`src/rtl/player_anim_ctrl.sv`:
```
// Per-player animation sequencer: buttons and hit events to sprite frame, paced by frame_tick.
// Optional punch-to-kick cancel on the last punch frame is enabled by defining ANIM_CANCEL_EN.
module player_anim_ctrl #(
    parameter int FRAME_HOLD    = 6,
    parameter int HITSTUN_TICKS = 20
) (
    input  logic       clk,
    input  logic       rst,
    input  logic       frame_tick,
    input  logic [6:0] player_inputs,
    input  logic       hit,
    output logic [3:0] sprite_sel,
    output logic [2:0] anim_state,
    output logic       attack_active,
    output logic       anim_done,
    output logic       blocked,
    output logic       busy
);
    typedef enum logic [2:0] {
        ST_IDLE    = 3'd0,
        ST_WALK    = 3'd1,
        ST_PUNCH   = 3'd2,
        ST_KICK    = 3'd3,
        ST_BLOCK   = 3'd4,
        ST_HITSTUN = 3'd5
    } state_e;

    localparam int HOLD_W = (FRAME_HOLD > 1) ? $clog2(FRAME_HOLD) : 1;
    localparam int STUN_W = (HITSTUN_TICKS > 1) ? $clog2(HITSTUN_TICKS) : 1;
    localparam logic [HOLD_W-1:0] HOLD_LAST = HOLD_W'(FRAME_HOLD - 1);
    localparam logic [STUN_W-1:0] STUN_LAST = STUN_W'(HITSTUN_TICKS - 1);

    state_e              state_q, state_d, free_state;
    logic [HOLD_W-1:0]   hold_q, hold_d;
    logic [STUN_W-1:0]   stun_q, stun_d;
    logic [1:0]          frame_q, frame_d;
    logic [1:0]          btn_q;
    logic                punch_pend_q, punch_pend_d, kick_pend_q, kick_pend_d, hit_pend_q, hit_pend_d;
    logic                punch_req, kick_req, hit_req, enter;
    logic                done_d, blocked_d;
    logic [3:0]          sprite_d;
    logic                attack_d, busy_d;
    logic                done_q, blocked_q, attack_q, busy_q;
    logic [3:0]          sprite_q;

    // Edges or hits landing in the tick cycle itself count for that tick.
    assign punch_req = punch_pend_q | (player_inputs[4] & ~btn_q[0]);
    assign kick_req  = kick_pend_q  | (player_inputs[5] & ~btn_q[1]);
    assign hit_req   = hit_pend_q   | hit;

    always_comb begin
        if (player_inputs[6])                         free_state = ST_BLOCK;
        else if (punch_req)                           free_state = ST_PUNCH;
        else if (kick_req)                            free_state = ST_KICK;
        else if (player_inputs[0] ^ player_inputs[1]) free_state = ST_WALK;
        else                                          free_state = ST_IDLE;
    end

    // NOTE: sequential state uses non-blocking assignments so every register samples pre-edge values.
    always_ff @(posedge clk or posedge rst) begin
        if (rst) begin
            state_q      <= ST_IDLE;
            hold_q       <= '0;
            stun_q       <= '0;
            frame_q      <= '0;
            btn_q        <= '0;
            punch_pend_q <= 1'b0;
            kick_pend_q  <= 1'b0;
            hit_pend_q   <= 1'b0;
        end else begin
            state_q      <= state_d;
            hold_q       <= hold_d;
            stun_q       <= stun_d;
            frame_q      <= frame_d;
            btn_q        <= player_inputs[5:4];
            punch_pend_q <= punch_pend_d;
            kick_pend_q  <= kick_pend_d;
            hit_pend_q   <= hit_pend_d;
        end
    end

    // NOTE: every signal gets a default before any branch, so no latch can be inferred.
    always_comb begin
        state_d      = state_q;
        hold_d       = hold_q;
        stun_d       = stun_q;
        frame_d      = frame_q;
        done_d       = 1'b0;
        blocked_d    = 1'b0;
        enter        = 1'b0;
        punch_pend_d = frame_tick ? 1'b0 : punch_req;
        kick_pend_d  = frame_tick ? 1'b0 : kick_req;
        hit_pend_d   = frame_tick ? 1'b0 : hit_req;
        if (frame_tick) begin
            if (hit_req) begin
                if (state_q == ST_BLOCK) begin
                    blocked_d = 1'b1;
                end else begin
                    state_d = ST_HITSTUN;
                    enter   = 1'b1;
                end
            end else if (state_q == ST_HITSTUN) begin
                if (stun_q == STUN_LAST) begin
                    state_d = free_state;
                    enter   = 1'b1;
                end else begin
                    stun_d = stun_q + STUN_W'(1);
                end
            end else if (state_q == ST_PUNCH || state_q == ST_KICK) begin
`ifdef ANIM_CANCEL_EN
                if (state_q == ST_PUNCH && frame_q == 2'd2 && kick_req) begin
                    state_d = ST_KICK;
                    enter   = 1'b1;
                end else
`endif
                if (hold_q != HOLD_LAST) begin
                    hold_d = hold_q + HOLD_W'(1);
                end else if (frame_q == ((state_q == ST_PUNCH) ? 2'd2 : 2'd3)) begin
                    done_d  = 1'b1;
                    state_d = free_state;
                    enter   = 1'b1;
                end else begin
                    hold_d  = '0;
                    frame_d = frame_q + 2'd1;
                end
            end else if (free_state != state_q) begin
                state_d = free_state;
                enter   = 1'b1;
            end else if (hold_q != HOLD_LAST) begin
                hold_d = hold_q + HOLD_W'(1);
            end else begin
                hold_d  = '0;
                frame_d = (state_q == ST_WALK) ? (frame_q ^ 2'd1) : 2'd0;
            end
            if (enter) begin
                hold_d  = '0;
                frame_d = '0;
                stun_d  = '0;
            end
        end
    end

    always_comb begin
        case (state_d)
            ST_WALK:    sprite_d = 4'd1 + {2'b00, frame_d};
            ST_PUNCH:   sprite_d = 4'd3 + {2'b00, frame_d};
            ST_KICK:    sprite_d = 4'd6 + {2'b00, frame_d};
            ST_BLOCK:   sprite_d = 4'd10;
            ST_HITSTUN: sprite_d = 4'd11;
            default:    sprite_d = 4'd0;
        endcase
        attack_d = (sprite_d == 4'd4) || (sprite_d == 4'd8);
        busy_d   = (state_d == ST_PUNCH) || (state_d == ST_KICK) || (state_d == ST_HITSTUN);
    end

    always_ff @(posedge clk or posedge rst) begin
        if (rst) begin
            sprite_q  <= 4'd0;
            attack_q  <= 1'b0;
            busy_q    <= 1'b0;
            done_q    <= 1'b0;
            blocked_q <= 1'b0;
        end else begin
            sprite_q  <= sprite_d;
            attack_q  <= attack_d;
            busy_q    <= busy_d;
            done_q    <= done_d;
            blocked_q <= blocked_d;
        end
    end

    assign sprite_sel    = sprite_q;
    assign anim_state    = state_q;
    assign attack_active = attack_q;
    assign anim_done     = done_q;
    assign blocked       = blocked_q;
    assign busy          = busy_q;
endmodule

```
`config.mk`:
```
export PLATFORM = sky130hd
export DESIGN_NAME = player_anim_ctrl
export DESIGN_NICKNAME = d
export VERILOG_FILES = /design/src/rtl/player_anim_ctrl.sv
export SDC_FILE = /design/constraint.sdc
export NUM_CORES = 1
export LEC_CHECK = 0
export CAP_MARGIN = 10
export CORE_ASPECT_RATIO = 0.8
export CORE_MARGIN = 10
export CORE_UTILIZATION = 54
export CTS_CLUSTER_DIAMETER = 120
export DETAILED_ROUTE_END_ITERATION = 8
export MAX_ROUTING_LAYER = met4
export PLACE_DENSITY = 0.79
export SETUP_SLACK_MARGIN = 0.2
export SLEW_MARGIN = 20
export SYNTH_ARGS = -nofsm -noshare
export SYNTH_HDL_FRONTEND = slang
export SYNTH_SLANG_ARGS = --single-unit
```
`constraint.sdc`:
```
create_clock -name clk -period 3.3 [get_ports clk]
set_input_delay 0.825 -clock clk [delete_from_list [all_inputs] [get_ports clk]]
set_output_delay 0.825 -clock clk [all_outputs]
set_load 0.02 [all_outputs]
```
== Word level (Yosys, flattened, before mapping) ==
Index checks and enable logic that the tools add are counted.

* Word-level logic and storage cells: 112
* Input bits: 11
* Register bits: 26
* Output and inout bits: 11

* Reductions and logical operators: 7
* Multiplexer cells: 56
* Add/sub/neg operators: 6
* Equal/unequal tests: 21
* Bitwise logic cells: 9

{| class="wikitable"
|+ Operator list
! cell !! count
|-
| 3-bit 2-to-1 mux || 18
|-
| 2-bit 2-to-1 mux || 12
|-
| 1-bit 2-to-1 mux || 21
|-
| 5-bit 2-to-1 mux || 4
|-
| 4-bit case mux with 5 select lines || 1
|-
| 3-bit by 2-bit == test with 1-bit output (second input constant) || 4
|-
| 3-bit == test (second input constant) || 4
|-
| 3-bit by 1-bit == test with 1-bit output (second input constant) || 2
|-
| 2-bit by 1-bit != test with 1-bit output (second input constant) || 3
|-
| 5-bit by 1-bit adder with 5-bit output (second input constant) || 1
|-
| 5-bit == test (second input constant) || 1
|-
| 5-bit AND reduction || 1
|-
| 3-bit by 2-bit adder with 4-bit output (first input constant) || 1
|-
| 4-bit by 3-bit == test with 1-bit output (second input constant) || 1
|-
| 4-bit == test (second input constant) || 1
|-
| 1-bit logical OR || 4
|-
| 4-bit by 3-bit != test with 1-bit output (second input constant) || 1
|-
| 4-bit AND reduction || 1
|-
| 1-bit by 2-bit adder with 3-bit output (first input constant) || 1
|-
| 2-bit by 2-bit adder with 3-bit output (first input constant) || 1
|-
| 3-bit by 1-bit adder with 3-bit output (second input constant) || 1
|-
| 3-bit by 2-bit != test with 1-bit output (second input constant) || 1
|-
| 3-bit != test || 1
|-
| 3-bit != test (second input constant) || 1
|-
| 7 further kinds || 12
|}

== Depth between registers and ports, before layout ==
* Depth after elaboration: 18
* Gate-level depth with buffers: 11
* Mapped depth without buffers: 11

== Least setup slack after synthesis ==
Ideal clock, no wire load.

* Path kind: input -> register
* Start: in player_inputs[5]
* End: reg attack_q, in the netlist attack_active
* Data required time: 3.221 ns
* Stages on the path: 10
* Buffers on the path: 0
* Path slack: 0.218 ns
* Arrival: 3.003 ns
* Library setup time: 0.079 ns
* Cells stage by stage: nor2b_4 -> o311a_4 -> xor2_2 -> o31ai_4 -> a21boi_2 -> o41ai_4 -> inv_1 -> fa_1 -> nand4b_1 -> mux2i_1

* Word-level cells in the longest chain between the ends: 17
* Elaborated cells between the ends (all ways): 37
* Those cells by class: add/sub (3); eq/ne (8); mux (23); bitwise (2); reduce/logical (1)

{| class="wikitable"
|+ Ends and longest elaborated chain
! item !! line !! source
|-
| start: declaration || 10 || <nowiki>input logic [6:0] player_inputs,</nowiki>
|-
| 1-bit AND (*) || 48 || <nowiki>assign kick_req = kick_pend_q | (player_inputs[5] & ~btn_q[1]);</nowiki>
|-
| 1-bit bitwise OR (*) || 48 ||
|-
| 2-bit 2-to-1 mux (*) || 54 || <nowiki>else if (kick_req) free_state = ST_KICK;</nowiki>
|-
| 2-bit 2-to-1 mux (*) || 53 || <nowiki>else if (punch_req) free_state = ST_PUNCH;</nowiki>
|-
| 3-bit 2-to-1 mux (*) || 52 || <nowiki>if (player_inputs[6]) free_state = ST_BLOCK;</nowiki>
|-
| 3-bit != test (*) || 126 || <nowiki>end else if (free_state != state_q) begin</nowiki>
|-
| 1-bit 2-to-1 mux || 126 ||
|-
| 1-bit 2-to-1 mux || 109 || <nowiki>end else if (state_q == ST_PUNCH || state_q == ST_KICK) begin</nowiki>
|-
| [3 not listed] || -- ||
|-
| 2-bit 2-to-1 mux (*) || 135 || <nowiki>if (enter) begin</nowiki>
|-
| 2-bit 2-to-1 mux (*) || 94 || <nowiki>if (frame_tick) begin</nowiki>
|-
| net frame_d[1] || 36 || <nowiki>logic [1:0] frame_q, frame_d;</nowiki>
|-
| 3-bit by 2-bit adder with 4-bit output (tied with other cells) || 147 || <nowiki>ST_KICK: sprite_d = 4'd6 + {2'b00, frame_d};</nowiki>
|-
| 4-bit case mux with 5 select lines (*) || 144 || <nowiki>case (state_d)</nowiki>
|-
| 4-bit by 3-bit == test with 1-bit output / 4-bit == test (equally long branches) || 152 || <nowiki>attack_d = (sprite_d == 4'd4) || (sprite_d == 4'd8);</nowiki>
|-
| 1-bit logical OR (*) || 152 ||
|-
| net attack_d || 42 || <nowiki>logic attack_d, busy_d;</nowiki>
|-
| end signal: assignment || 165 || <nowiki>attack_q <= attack_d;</nowiki>
|-
| end: declaration || 43 || <nowiki>logic done_q, blocked_q, attack_q, busy_q;</nowiki>
|}

The timed path passes the listed nets; every way through them passes the cells marked *. The select of a mux whose other input is x is not followed.
A chain may end at the register's enable or synchronous reset.

== Worst setup path in the final report ==
* Start: in player_inputs[6]
* End: reg attack_q, in the netlist attack_active

* Word-level cells in the longest chain between the ends: 13
* Elaborated cells between the ends (all ways): 33
* Those cells by class: add/sub (3); eq/ne (8); mux (21); reduce/logical (1)

{| class="wikitable"
|+ Ends and longest elaborated chain
! item !! line !! source
|-
| 3-bit 2-to-1 mux (*) || 52 ||
|-
| 3-bit != test || 126 ||
|-
| 1-bit 2-to-1 mux || 126 ||
|-
| 1-bit 2-to-1 mux || 109 ||
|-
| 1-bit 2-to-1 mux || 102 || <nowiki>end else if (state_q == ST_HITSTUN) begin</nowiki>
|-
| 1-bit 2-to-1 mux || 95 || <nowiki>if (hit_req) begin</nowiki>
|-
| 1-bit 2-to-1 mux || 94 ||
|-
| 2-bit 2-to-1 mux || 135 ||
|-
| 2-bit 2-to-1 mux || 94 ||
|-
| 3-bit by 2-bit adder with 4-bit output (tied with other cells) || 147 ||
|-
| 4-bit case mux with 5 select lines (*) || 144 ||
|-
| 4-bit by 3-bit == test with 1-bit output / 4-bit == test (equally long branches) || 152 ||
|-
| 1-bit logical OR (*) || 152 ||
|-
| net attack_d || 42 ||
|}

Marked as above.

==> out/results.txt <==
Post-synth EDFFs: 0
synthesis-to-layout area growth: 30.6%
clk_lat worst skew: 0.33 ns
critical-path maximum fanout: 4
sequential share of the synthesized area: 0.421
diode count: 0
r2r endpoint: attack_active
CTS root buf: clkbuf_4
CTS buffer count: 3
CTS H-tree lvls: 1
routed wire length: 3.69 mm
Slew Viols, Final: 0
Clock Path Buffers: 2
biggest area consumer among synthesized cells: dfrtp_1
Fill cells: 198
Detailed Route Iter0 Violations: 72
Final setup viols: 0
maxcap violations: 0
Critical Path AT: 3.29 ns
Mapped Area: 1540 um2
vias in the first global route: 1343
Core Box Area: 2740 um2
layout cells sized above 1: 0.234
Netlist cell types: 59
Seq cells post-synth: 26
Fmax achieved: 0.331 GHz
IO buf count: 19
clock sinks: 26
CP required: 3.56 ns
DRC violation count after routing: 0
I/O Pins: 22
Reg clk slew, reported paths: 0.14 ns
R2R Setup Slk: 0.33 ns
slew margin rel.: 0.370
status: complete, no violations
startpoint types: input pin
HP Class: register to register
DR pass1 iterations: 4
Final Total Pwr: 925 uW
CTS tree: built
Pleak: 0.000889 uW
All-Layer GR Usage: 0.148
RSZ-0062 raised after global routing: false
Detail Route Antenna Nets: 0
storage element area: 651 um2
Cell Pwr Density: 459 nW/um2
nets: 206
top-area cell type share of the netlist area: 0.421
area of the multi-input gates: 892 um2
starting density of the core: 0.563
most frequent cells after synthesis: dfrtp_1 (26), nor2_1 (19), nand2_1 (10), o21ai_0 (8), nand2b_1 (6)
crit path kind: input pin to register
routed via count: 1338
fin crit share: 0.916
Die X: 79.8 um
R2R Path Start: anim_state[0]
Top FF cell, synth: dfrtp_1
FFs w/ async S/R, synth: 1.00
Worst Hold Path EP: stun_q[1]
Least-Margin Pin Slew: 0.940 ns
row cnt: 17
die extent in y: 67.8 um
Worst Skew: 0.00261 ns
largest net degree at the start of global routing: 27
WHS Path Cells: 1
R2R cell count: 10
post-synthesis instance total: 154
yosys warns: 0
Period minus WS final: 3.02 ns
initial antenna violation count: 0
syn avg cell area: 10.0 um2
first-pass GRT wire length: 6.27 mm
endpoints failing hold: 0
CP endpoint kind: register
routability congestion estimate: 0.866
synth top area cells: dfrtp_1 (42%), nor2_1 (4.6%), xor2_1 (2.8%), o21ai_0 (2.6%), nand2_1 (2.4%)
Die ar.: 5410 um2
vias per inst: 5.82
setup_tns: 0 ns
grt ovf: 0
final HPWL from detailed placement: 2.71 mm
most common cell in the netlist: dfrtp_1
Syn Nets: 167
WL per Instance: 16.1 um
Worst IR Drop VDD: 0.000497 V
HP Start: stun_q[1]
==> critical path: stages <==
cell             delay (ns)
clkdlybuf4s50_1        0.47
buf_4                  0.18
or3_1                  0.36
a31o_1                 0.24
or3_4                  0.38
fa_1                   0.57
nand4b_1               0.10
mux2i_1                0.16
==> cell type report <==
cell class / count / share of cell area
multi-input combinational: 116 / 0.443
tap: 38 / 0.0236
clock inverter: 1 / 0.0149
inverter: 6 / 0.0112
sequential: 26 / 0.323
timing repair buffer: 40 / 0.174
clock buffer: 3 / 0.0112
==> report_power, final <==
| group | switching [uW] | internal [uW] | total (uW) | leakage, uW |
|---|---|---|---|---|
| logic | 163 | 153 | 316 | 0.000529 |
| registers | 38.2 | 348 | 386 | 0.000332 |
| clock network | 99.3 | 123 | 222 | 0.0000279 |
| total | 301 | 624 | 925 | 0.000889 |
==> sequential cells by signal (all words and copies together) (netlist names) <==
register	cells
attack_active	1
sprite_sel	4
stun_q	5
punch_pend_q	1
btn_q	2
anim_state	3
blocked	1
busy	1
kick_pend_q	1
hold_q	3
frame_q	2
hit_pend_q	1
anim_done	1
==> cells by family (layout without fill, tap and decap cells) <==
kind of cell    count (synthesis)  in the layout  synth area share
compound gates                 37             37             0.210
xor+xnor                        6              6            0.0389
fa+ha+maj                       2              2            0.0211
buf+inv                        12             50            0.0357
flops                          26             26             0.421
mux                             2              2            0.0162
simple gates                   69             69             0.257
==> through the flow <==
stage | cell area, um2 | util | hold slack (ns) | cells | worst slack [ns]
floorplan | 1540 | - | 0.482 | 154 | 0.218
global placement | 1880 | 0.684 | 0.501 | 222 | -0.252
detailed placement | 1880 | 0.684 | 0.511 | 222 | -0.351
CTS | 1970 | 0.720 | 0.542 | 228 | 0.220
global route | 2020 | 0.735 | 0.590 | 230 | 0.202
finish | 2020 | 0.735 | 0.539 | 230 | 0.278
==> worst max path at each step <==
stage / startpoint / endpoint / slack [ns] / cells after the start
after detailed placement: player_inputs[5] / attack_active / -0.35 / 11
after CTS: player_inputs[0] / attack_active / 0.22 / 11
after floorplan: player_inputs[5] / attack_active / 0.22 / 10
after global routing: player_inputs[6] / attack_active / 0.20 / 9
after global placement: player_inputs[5] / attack_active / -0.25 / 11
final: player_inputs[6] / attack_active / 0.28 / 8
==> cell usage in the layout (no fill, tap or decap), drive strengths merged, types with 2 or more instances in the layout <==
cell type / count
nor2b: 4
nand3: 4
a21oi: 3
xor2: 6
clkbuf: 3
o21bai: 2
nand4: 3
nand2b: 6
buf: 21
or3: 2
o21ai: 8
inv: 5
nor2: 20
nor4: 2
o31a: 2
a22o: 2
dfrtp: 26
a31o: 2
o211ai: 2
o31ai: 2
nand2: 10
nor3: 3
dlygate4sd2: 3
a22oi: 3
nand3b: 2
and2: 5
clkdlybuf4s50: 15
o41ai: 2
==> routing by layer <==
layer,GRT usage,part of all wire,vias to the layer above
li1,-,-,633
met1,0.169,0.43,662
met2,0.262,0.51,38
met3,0.0432,0.053,5
met4,0.0197,0.0065,0
met5,-,0,-
==> repair_timing <==
item / 4_1_cts / 5_1_grt
pin swaps: 7 / 6
hold buffers: 0 / 0
buffers inserted: 2 / 2
endpoints found under the setup margin: 3 / 3
resized for setup: 9 / 6
(Power assumes the default switching activity.)
